`config.mk`:
```
export PLATFORM = sky130hd
export DESIGN_NAME = mac_tx
export DESIGN_NICKNAME = d
export VERILOG_FILES = /design/src/rtl/mac_tx.sv
export SDC_FILE = /design/constraint.sdc
export NUM_CORES = 1
export LEC_CHECK = 0
export BUFFER_PORTS_ARGS = -buffer_cell sky130_fd_sc_hd__buf_2
export CAP_MARGIN = 20
export CELL_PAD_IN_SITES_DETAIL_PLACEMENT = 0
export CELL_PAD_IN_SITES_GLOBAL_PLACEMENT = 1
export CORE_AREA = 2 2 148 150
export DETAILED_ROUTE_END_ITERATION = 10
export DIE_AREA = 0 0 150 152
export PLACE_DENSITY_LB_ADDON = 0.3
export SKIP_CTS_REPAIR_TIMING = 1
export SLEW_MARGIN = 20
export SYNTH_ARGS = -nofsm -noshare
export SYNTH_HDL_FRONTEND = slang
export SYNTH_SLANG_ARGS = --single-unit
```
`constraint.sdc`:
```
create_clock -name clk -period 5.7 [get_ports clk]
set_clock_uncertainty 0.1 [all_clocks]
set_input_delay 1.71 -clock clk [delete_from_list [all_inputs] [get_ports clk]]
set_output_delay 1.71 -clock clk [all_outputs]
set_load 0.02 [all_outputs]
```
`src/rtl/mac_tx.sv`:
```
// mac_tx: GMII transmit MAC. Wraps a frame already held in a banked RAM with
// preamble, SFD, zero padding up to the 60-byte minimum, CRC-32 FCS and the
// inter-frame gap. Emits one byte per cycle with registered outputs.
module mac_tx (
  input  logic        clk,
  input  logic        RST,
  input  logic        udp_send,
  input  logic        rd_bank,
  input  logic [15:0] frame_len,
  output logic [10:0] rdaddr,
  input  logic [15:0] rd_data,
  output logic [7:0]  gmii_txd,
  output logic        gmii_tx_en,
  output logic        mac_busy
);

  localparam logic [10:0] MAX_LEN = 11'd1514;
  localparam logic [11:0] MIN_LEN = 12'd60;

  typedef enum logic [2:0] {IDLE, PREAMBLE, SFD, DATA, PAD, FCS, IFG} state_t;

  // Reflected CRC-32 (0xEDB88320 is 0x04C11DB7 bit-reversed), one byte, LSB first
  function automatic logic [31:0] crc32_byte(input logic [31:0] crc, input logic [7:0] b);
    logic [31:0] c;
    c = crc ^ {24'd0, b};
    for (int i = 0; i < 8; i++) begin
      c = c[0] ? ((c >> 1) ^ 32'hEDB8_8320) : (c >> 1);
    end
    return c;
  endfunction

  state_t      state_q, state_d;
  logic [2:0]  sync_q, sync_d;
  logic [10:0] cnt_q, cnt_d;
  logic [10:0] len_q, len_d;
  logic        bank_q, bank_d;
  logic [9:0]  word_q, word_d;
  logic [7:0]  lo_q, lo_d;
  logic [31:0] crc_q, crc_d;
  logic [7:0]  txd_q, txd_d;
  logic        en_q, en_d;
  logic        busy_q, busy_d;

  logic        start;
  logic [11:0] nxt_idx;
  logic [10:0] len_in;
  logic [1:0]  fcs_sel;

  assign start   = sync_q[1] & ~sync_q[2];
  assign nxt_idx = {1'b0, cnt_q} + 12'd1;
  assign len_in  = (frame_len > {5'd0, MAX_LEN}) ? MAX_LEN : frame_len[10:0];
  assign fcs_sel = cnt_q[1:0] + 2'd1;

  assign rdaddr     = {bank_q, word_q};
  assign gmii_txd   = txd_q;
  assign gmii_tx_en = en_q;
  assign mac_busy   = busy_q;

  // Next-state logic: chooses the byte that will be on the wire after this edge
  always_comb begin
    state_d = state_q;
    sync_d  = {sync_q[1:0], udp_send};
    cnt_d   = cnt_q;
    len_d   = len_q;
    bank_d  = bank_q;
    word_d  = word_q;
    lo_d    = lo_q;
    crc_d   = crc_q;
    txd_d   = txd_q;
    en_d    = en_q;
    busy_d  = busy_q;
    case (state_q)
      IDLE: begin
        if (start) begin
          state_d = PREAMBLE;
          len_d   = len_in;
          bank_d  = rd_bank;
          word_d  = 10'd0;   // word 0 is fetched while the preamble goes out
          crc_d   = 32'hFFFF_FFFF;
          cnt_d   = 11'd0;
          txd_d   = 8'h55;
          en_d    = 1'b1;
          busy_d  = 1'b1;
        end
      end
      PREAMBLE: begin
        if (cnt_q == 11'd6) begin
          state_d = SFD;
          cnt_d   = 11'd0;
          txd_d   = 8'hD5;
        end else begin
          cnt_d = nxt_idx[10:0];
        end
      end
      SFD: begin
        cnt_d = 11'd0;
        if (len_q == 11'd0) begin
          state_d = PAD;
          txd_d   = 8'h00;
        end else begin
          state_d = DATA;
          txd_d   = rd_data[15:8];
          lo_d    = rd_data[7:0];
          if ({1'b0, len_q} > 12'd2) word_d = word_q + 10'd1;
        end
        crc_d = crc32_byte(crc_q, txd_d);
      end
      DATA: begin
        if (nxt_idx < {1'b0, len_q}) begin
          cnt_d = nxt_idx[10:0];
          if (!nxt_idx[0]) begin
            txd_d = rd_data[15:8];
            lo_d  = rd_data[7:0];
            // Only prefetch a word that will actually be sent
            if ((nxt_idx + 12'd2) < {1'b0, len_q}) word_d = word_q + 10'd1;
          end else begin
            txd_d = lo_q;
          end
          crc_d = crc32_byte(crc_q, txd_d);
        end else if (nxt_idx < MIN_LEN) begin
          state_d = PAD;
          cnt_d   = nxt_idx[10:0];
          txd_d   = 8'h00;
          crc_d   = crc32_byte(crc_q, 8'h00);
        end else begin
          state_d = FCS;
          cnt_d   = 11'd0;
          txd_d   = ~crc_q[7:0];
        end
      end
      PAD: begin
        if (nxt_idx < MIN_LEN) begin
          cnt_d = nxt_idx[10:0];
          txd_d = 8'h00;
          crc_d = crc32_byte(crc_q, 8'h00);
        end else begin
          state_d = FCS;
          cnt_d   = 11'd0;
          txd_d   = ~crc_q[7:0];
        end
      end
      FCS: begin
        if (cnt_q == 11'd3) begin
          state_d = IFG;
          cnt_d   = 11'd0;
          txd_d   = 8'h00;
          en_d    = 1'b0;
        end else begin
          cnt_d = nxt_idx[10:0];
          txd_d = ~crc_q[{fcs_sel, 3'b000} +: 8];
        end
      end
      IFG: begin
        if (cnt_q == 11'd11) begin
          state_d = IDLE;
          cnt_d   = 11'd0;
          busy_d  = 1'b0;
        end else begin
          cnt_d = nxt_idx[10:0];
        end
      end
      default: begin
        state_d = IDLE;
        txd_d   = 8'h00;
        en_d    = 1'b0;
        busy_d  = 1'b0;
      end
    endcase
  end

  // State, datapath and output registers; reset aborts any frame in flight
  always_ff @(posedge clk or posedge RST) begin
    if (RST) begin
      state_q <= IDLE;
      sync_q  <= 3'b000;
      cnt_q   <= 11'd0;
      len_q   <= 11'd0;
      bank_q  <= 1'b0;
      word_q  <= 10'd0;
      lo_q    <= 8'h00;
      crc_q   <= 32'hFFFF_FFFF;
      txd_q   <= 8'h00;
      en_q    <= 1'b0;
      busy_q  <= 1'b0;
    end else begin
      state_q <= state_d;
      sync_q  <= sync_d;
      cnt_q   <= cnt_d;
      len_q   <= len_d;
      bank_q  <= bank_d;
      word_q  <= word_d;
      lo_q    <= lo_d;
      crc_q   <= crc_d;
      txd_q   <= txd_d;
      en_q    <= en_d;
      busy_q  <= busy_d;
    end
  end

endmodule

```
==> metrics.log <==
[metrics] status: finished clean
[metrics] detailed router's first-iteration violation count: 493
[metrics] commonest cells after routing, fill and taps aside: 141 x sky130_fd_sc_hd__xnor2_1, 75 x sky130_fd_sc_hd__nor2_1, 59 x sky130_fd_sc_hd__a21oi_1
[metrics] GRT Util Overall: 22.8%
[metrics] proportion of register bits with asynchronous set or reset after synthesis: between 90% and 100%
[metrics] number of buffers added by the clock tree synthesis step: 9
[metrics] final standard cell utilization of the core: 42.9%
[metrics] Critical Path Max Stage Delay: between 0.4 and 0.5 ns
[metrics] final hold violation count: 0
[metrics] Worst Setup Start Kind: register
[metrics] number of clock sinks: between 80 and 90
[metrics] CP delay by family, top: simple AND/OR/NAND/NOR gates
[metrics] count of mapped cells out of synthesis: 928
[metrics] Final ANT Viol Nets: 0
[metrics] Top FF cell, synth: sky130_fd_sc_hd__dfrtp_1
[metrics] total routed wirelength: 25200 um
[metrics] final setup violation count: 0
[metrics] unrepaired setup endpoints after global routing: no
[metrics] total of warnings raised by yosys: 0
[metrics] Seq/Total Area, Yosys: a little over a quarter
[metrics] endpoint kind of the worst setup timing path: register
[metrics] number of vias per cell after detailed routing: between 5 and 6
[metrics] biggest area consumer among synthesized cells: sky130_fd_sc_hd__dfrtp_1
[metrics] core footprint: 0.0214 mm2
[metrics] cells along the critical path: ha_1 -> and3_1 -> xnor2_1 -> nand3_1 -> or3_1 -> or3_1 -> xnor2_1 -> ha_1 -> o21a_1 -> o211a_1 -> a221o_1 -> or2_1 -> o41ai_1
[metrics] Area contributors post-synth: sky130_fd_sc_hd__dfrtp_1 17%, sky130_fd_sc_hd__xnor2_1 15%, sky130_fd_sc_hd__dfstp_2 10%, sky130_fd_sc_hd__xor2_1 5.7%, sky130_fd_sc_hd__ha_1 3.6%
[metrics] clock-pin slew on the worst setup and hold paths: approximately 0.08 ns
[metrics] slack of the worst reg-to-reg path: around 1.3 ns
[metrics] beginning of the critical path: cnt_q[0]
[metrics] mapped cell area: about 0.0084 mm2
[metrics] filler instances: approximately 2100
[metrics] cell depth of the worst flop-to-flop path: 13
[metrics] port bufs: between 50 and 60
[metrics] Starting Density: 39.3%
[metrics] maximum frequency from static timing analysis: 225 MHz
[metrics] Hold Startpoint: sync_q[0]
[metrics] via count of the first global-routing pass: about 6900
[metrics] flop and latch count out of synthesis: between 80 and 90
[metrics] die width: approximately 150 um
[metrics] Critical-path top delay cell: sky130_fd_sc_hd__a221o_1
[metrics] actual transition at the worst max-transition pin: around 0.98 ns
[metrics] number of distinct library cells after synthesis: between 70 and 80
[metrics] TritonRoute pass-1 iters: 5
[metrics] most common cell after layout, fill and taps aside: sky130_fd_sc_hd__xnor2_1
[metrics] termination of the worst setup path: word_q[9]
[metrics] num rows: 54
[metrics] crit path max fanout: 11
[metrics] Crit. path cell count: 13
[metrics] WP data required: between 5 and 6 ns
[metrics] r2r endpoint: word_q[9]
[metrics] global-route wire length before repair: 40200 um
[metrics] number of vias in the routed layout: approximately 7000
[metrics] buffering stage count on the worst path with inverters included: 0
[metrics] Relative slew margins: 34.1%
[metrics] arrival time of data at the critical path endpoint: between 4 and 5 ns
[metrics] total count of max-transition violations in the final report: 0
[metrics] Bufs on Longest Clock Path: 2
[metrics] Critical R2R Launch: cnt_q[0]
[metrics] final estimated routing congestion in global placement: slightly below 0.9
[metrics] number of ports placed on the die boundary: between 50 and 60
[metrics] library cell used as clock root buffer: sky130_fd_sc_hd__clkbuf_16
[metrics] later-pin clock latency in the skew report: ~0.36 ns
[metrics] portion of the clock cycle consumed by the worst path in the final layout: around 78%
[metrics] worst hold path class: register to register
[metrics] pin count of the biggest net entering global routing: a little under 60
[metrics] Synthesized Nets: between 900 and 1000
[metrics] gr ovfl total: 0
[metrics] area fraction of the dominant cell type after synthesis: between 10% and 20%
[metrics] Avg WL per Cell: roughly 21 um
[metrics] Final #Nets: approximately 1000
[metrics] hpwl dp: about 18000 um
[metrics] antenna violations before repair: 0
[metrics] post-synthesis area per instance: 9.04 um2
[metrics] floorplan die area: between 0.02 and 0.025 mm2
[metrics] count of antenna diodes in the layout: 0
[metrics] Synth-to-Final Area Change: 9.08%
[metrics] reported max-cap violation count: 0
[metrics] Post-synth EDFFs: 0
[metrics] DR DRC count: 0
[metrics] category of the critical setup timing path: register to register
[metrics] CTS H-tree depth: 3
[metrics] clock tree from TritonCTS: yes
[metrics] fraction of layout instances using a drive strength above 1: 18.7%
[metrics] height of the die: 152 um
[metrics] setup TNS: 0 ns
[metrics] time the final worst path needs with I/O delays and setup: around 4.4 ns
-- synthesized netlist by cell type, types with 5 or more instances --
cell / count
sky130_fd_sc_hd__xnor2_1: 141
sky130_fd_sc_hd__nor2_1: 75
sky130_fd_sc_hd__a21oi_1: 59
sky130_fd_sc_hd__dfrtp_1: 57
sky130_fd_sc_hd__xor2_1: 55
sky130_fd_sc_hd__nand2_1: 53
sky130_fd_sc_hd__o21ai_0: 48
sky130_fd_sc_hd__inv_1: 37
sky130_fd_sc_hd__clkbuf_1: 33
sky130_fd_sc_hd__dfstp_2: 32
sky130_fd_sc_hd__ha_1: 24
sky130_fd_sc_hd__o221ai_1: 23
sky130_fd_sc_hd__buf_2: 20
sky130_fd_sc_hd__nand3_1: 16
sky130_fd_sc_hd__o22a_1: 16
sky130_fd_sc_hd__and3_1: 15
sky130_fd_sc_hd__o21a_1: 13
sky130_fd_sc_hd__a31oi_1: 11
sky130_fd_sc_hd__xnor2_2: 11
sky130_fd_sc_hd__mux2_2: 10
sky130_fd_sc_hd__nand2b_1: 9
sky130_fd_sc_hd__o22ai_1: 9
sky130_fd_sc_hd__o31ai_1: 9
sky130_fd_sc_hd__a21o_1: 8
sky130_fd_sc_hd__a2bb2oi_1: 8
sky130_fd_sc_hd__mux4_2: 8
sky130_fd_sc_hd__a221oi_1: 7
sky130_fd_sc_hd__a22o_1: 7
sky130_fd_sc_hd__nor3_1: 7
sky130_fd_sc_hd__buf_1: 6
sky130_fd_sc_hd__mux2i_1: 5
sky130_fd_sc_hd__mux2i_2: 5
sky130_fd_sc_hd__nor4_1: 5
sky130_fd_sc_hd__xnor2_4: 5
-- state kept, by name, summed over array words and instances, names as in the netlist, 3 cells and up --
signal / cells
len_q: 11
crc_q: 32
sync_q: 3
lo_q: 8
word_q: 10
state_q: 3
gmii_txd: 8
cnt_q: 11
-- routing by layer --
layer	vias to the layer above	share of wire, %	GRT usage [%]
met5	-	0	0
met4	0	1.9	7.19
met3	36	6.3	3.03
met2	240	44	33.9
met1	3405	48	34.1
li1	3326	-	-
-- per-stage QoR --
stage | hold WS [ns] | std cells | area (um2) | setup WS (ns)
final | 0.266 | 1227 | 9150 | 1.26
after global routing | 0.267 | 1227 | 9150 | 0.861
after CTS | 0.268 | 1227 | 9140 | 1.27
after detailed placement | 0.253 | 1211 | 8820 | 1.30
after global placement | 0.251 | 1211 | 8820 | 1.39
after floorplan | 0.231 | 928 | 8390 | 0.979
-- area by class of cell --
class / instances / area (um2) / share of cell area [%]
Multi-Input combinational cell: 737 / 5700 / 62.3
Inverter: 37 / 141 / 1.54
Clock inverter: 7 / 96.3 / 1.05
Tap cell: 280 / 350 / 3.83
Timing Repair Buffer: 68 / 370 / 4.05
Sequential cell: 89 / 2270 / 24.8
Clock buffer: 9 / 225 / 2.46
-- worst register-to-register path, delay by kind of cell, from the launching register on --
| kind | cells | cell delay (ns) |
|---|---|---|
| fa+ha+maj | 2 | 0.61 |
| compound gates | 4 | 1.12 |
| simple gates | 5 | 1.61 |
| xor+xnor | 2 | 0.44 |
| flops | 1 | 0.45 |
-- how the worst min path moves through the flow --
stage | endpoint | depth (start not counted) | slack, ns
after floorplan | sync_q[1] | 0 | 0.23
after global placement | sync_q[1] | 0 | 0.25
after detailed placement | sync_q[1] | 0 | 0.25
after CTS | sync_q[1] | 0 | 0.27
after global routing | sync_q[1] | 0 | 0.27
final | sync_q[1] | 0 | 0.27
-- logic make-up (layout without fill, tap and decap cells) --
family	Yosys count	in the layout	synth area share, %
muxes	30	30	5.44
DFF	89	89	27.0
adders and majority gates	24	24	3.58
buffers and inverters	102	121	5.21
and+or+nand+nor	207	207	11.8
xor gates and xnor gates	218	218	25.5
AOI/OAI and AO/OA	258	258	21.4
Power is left out: the tool's default activity adds up to more than one toggle a clock period on the data nets, which glitch-free logic cannot reach.
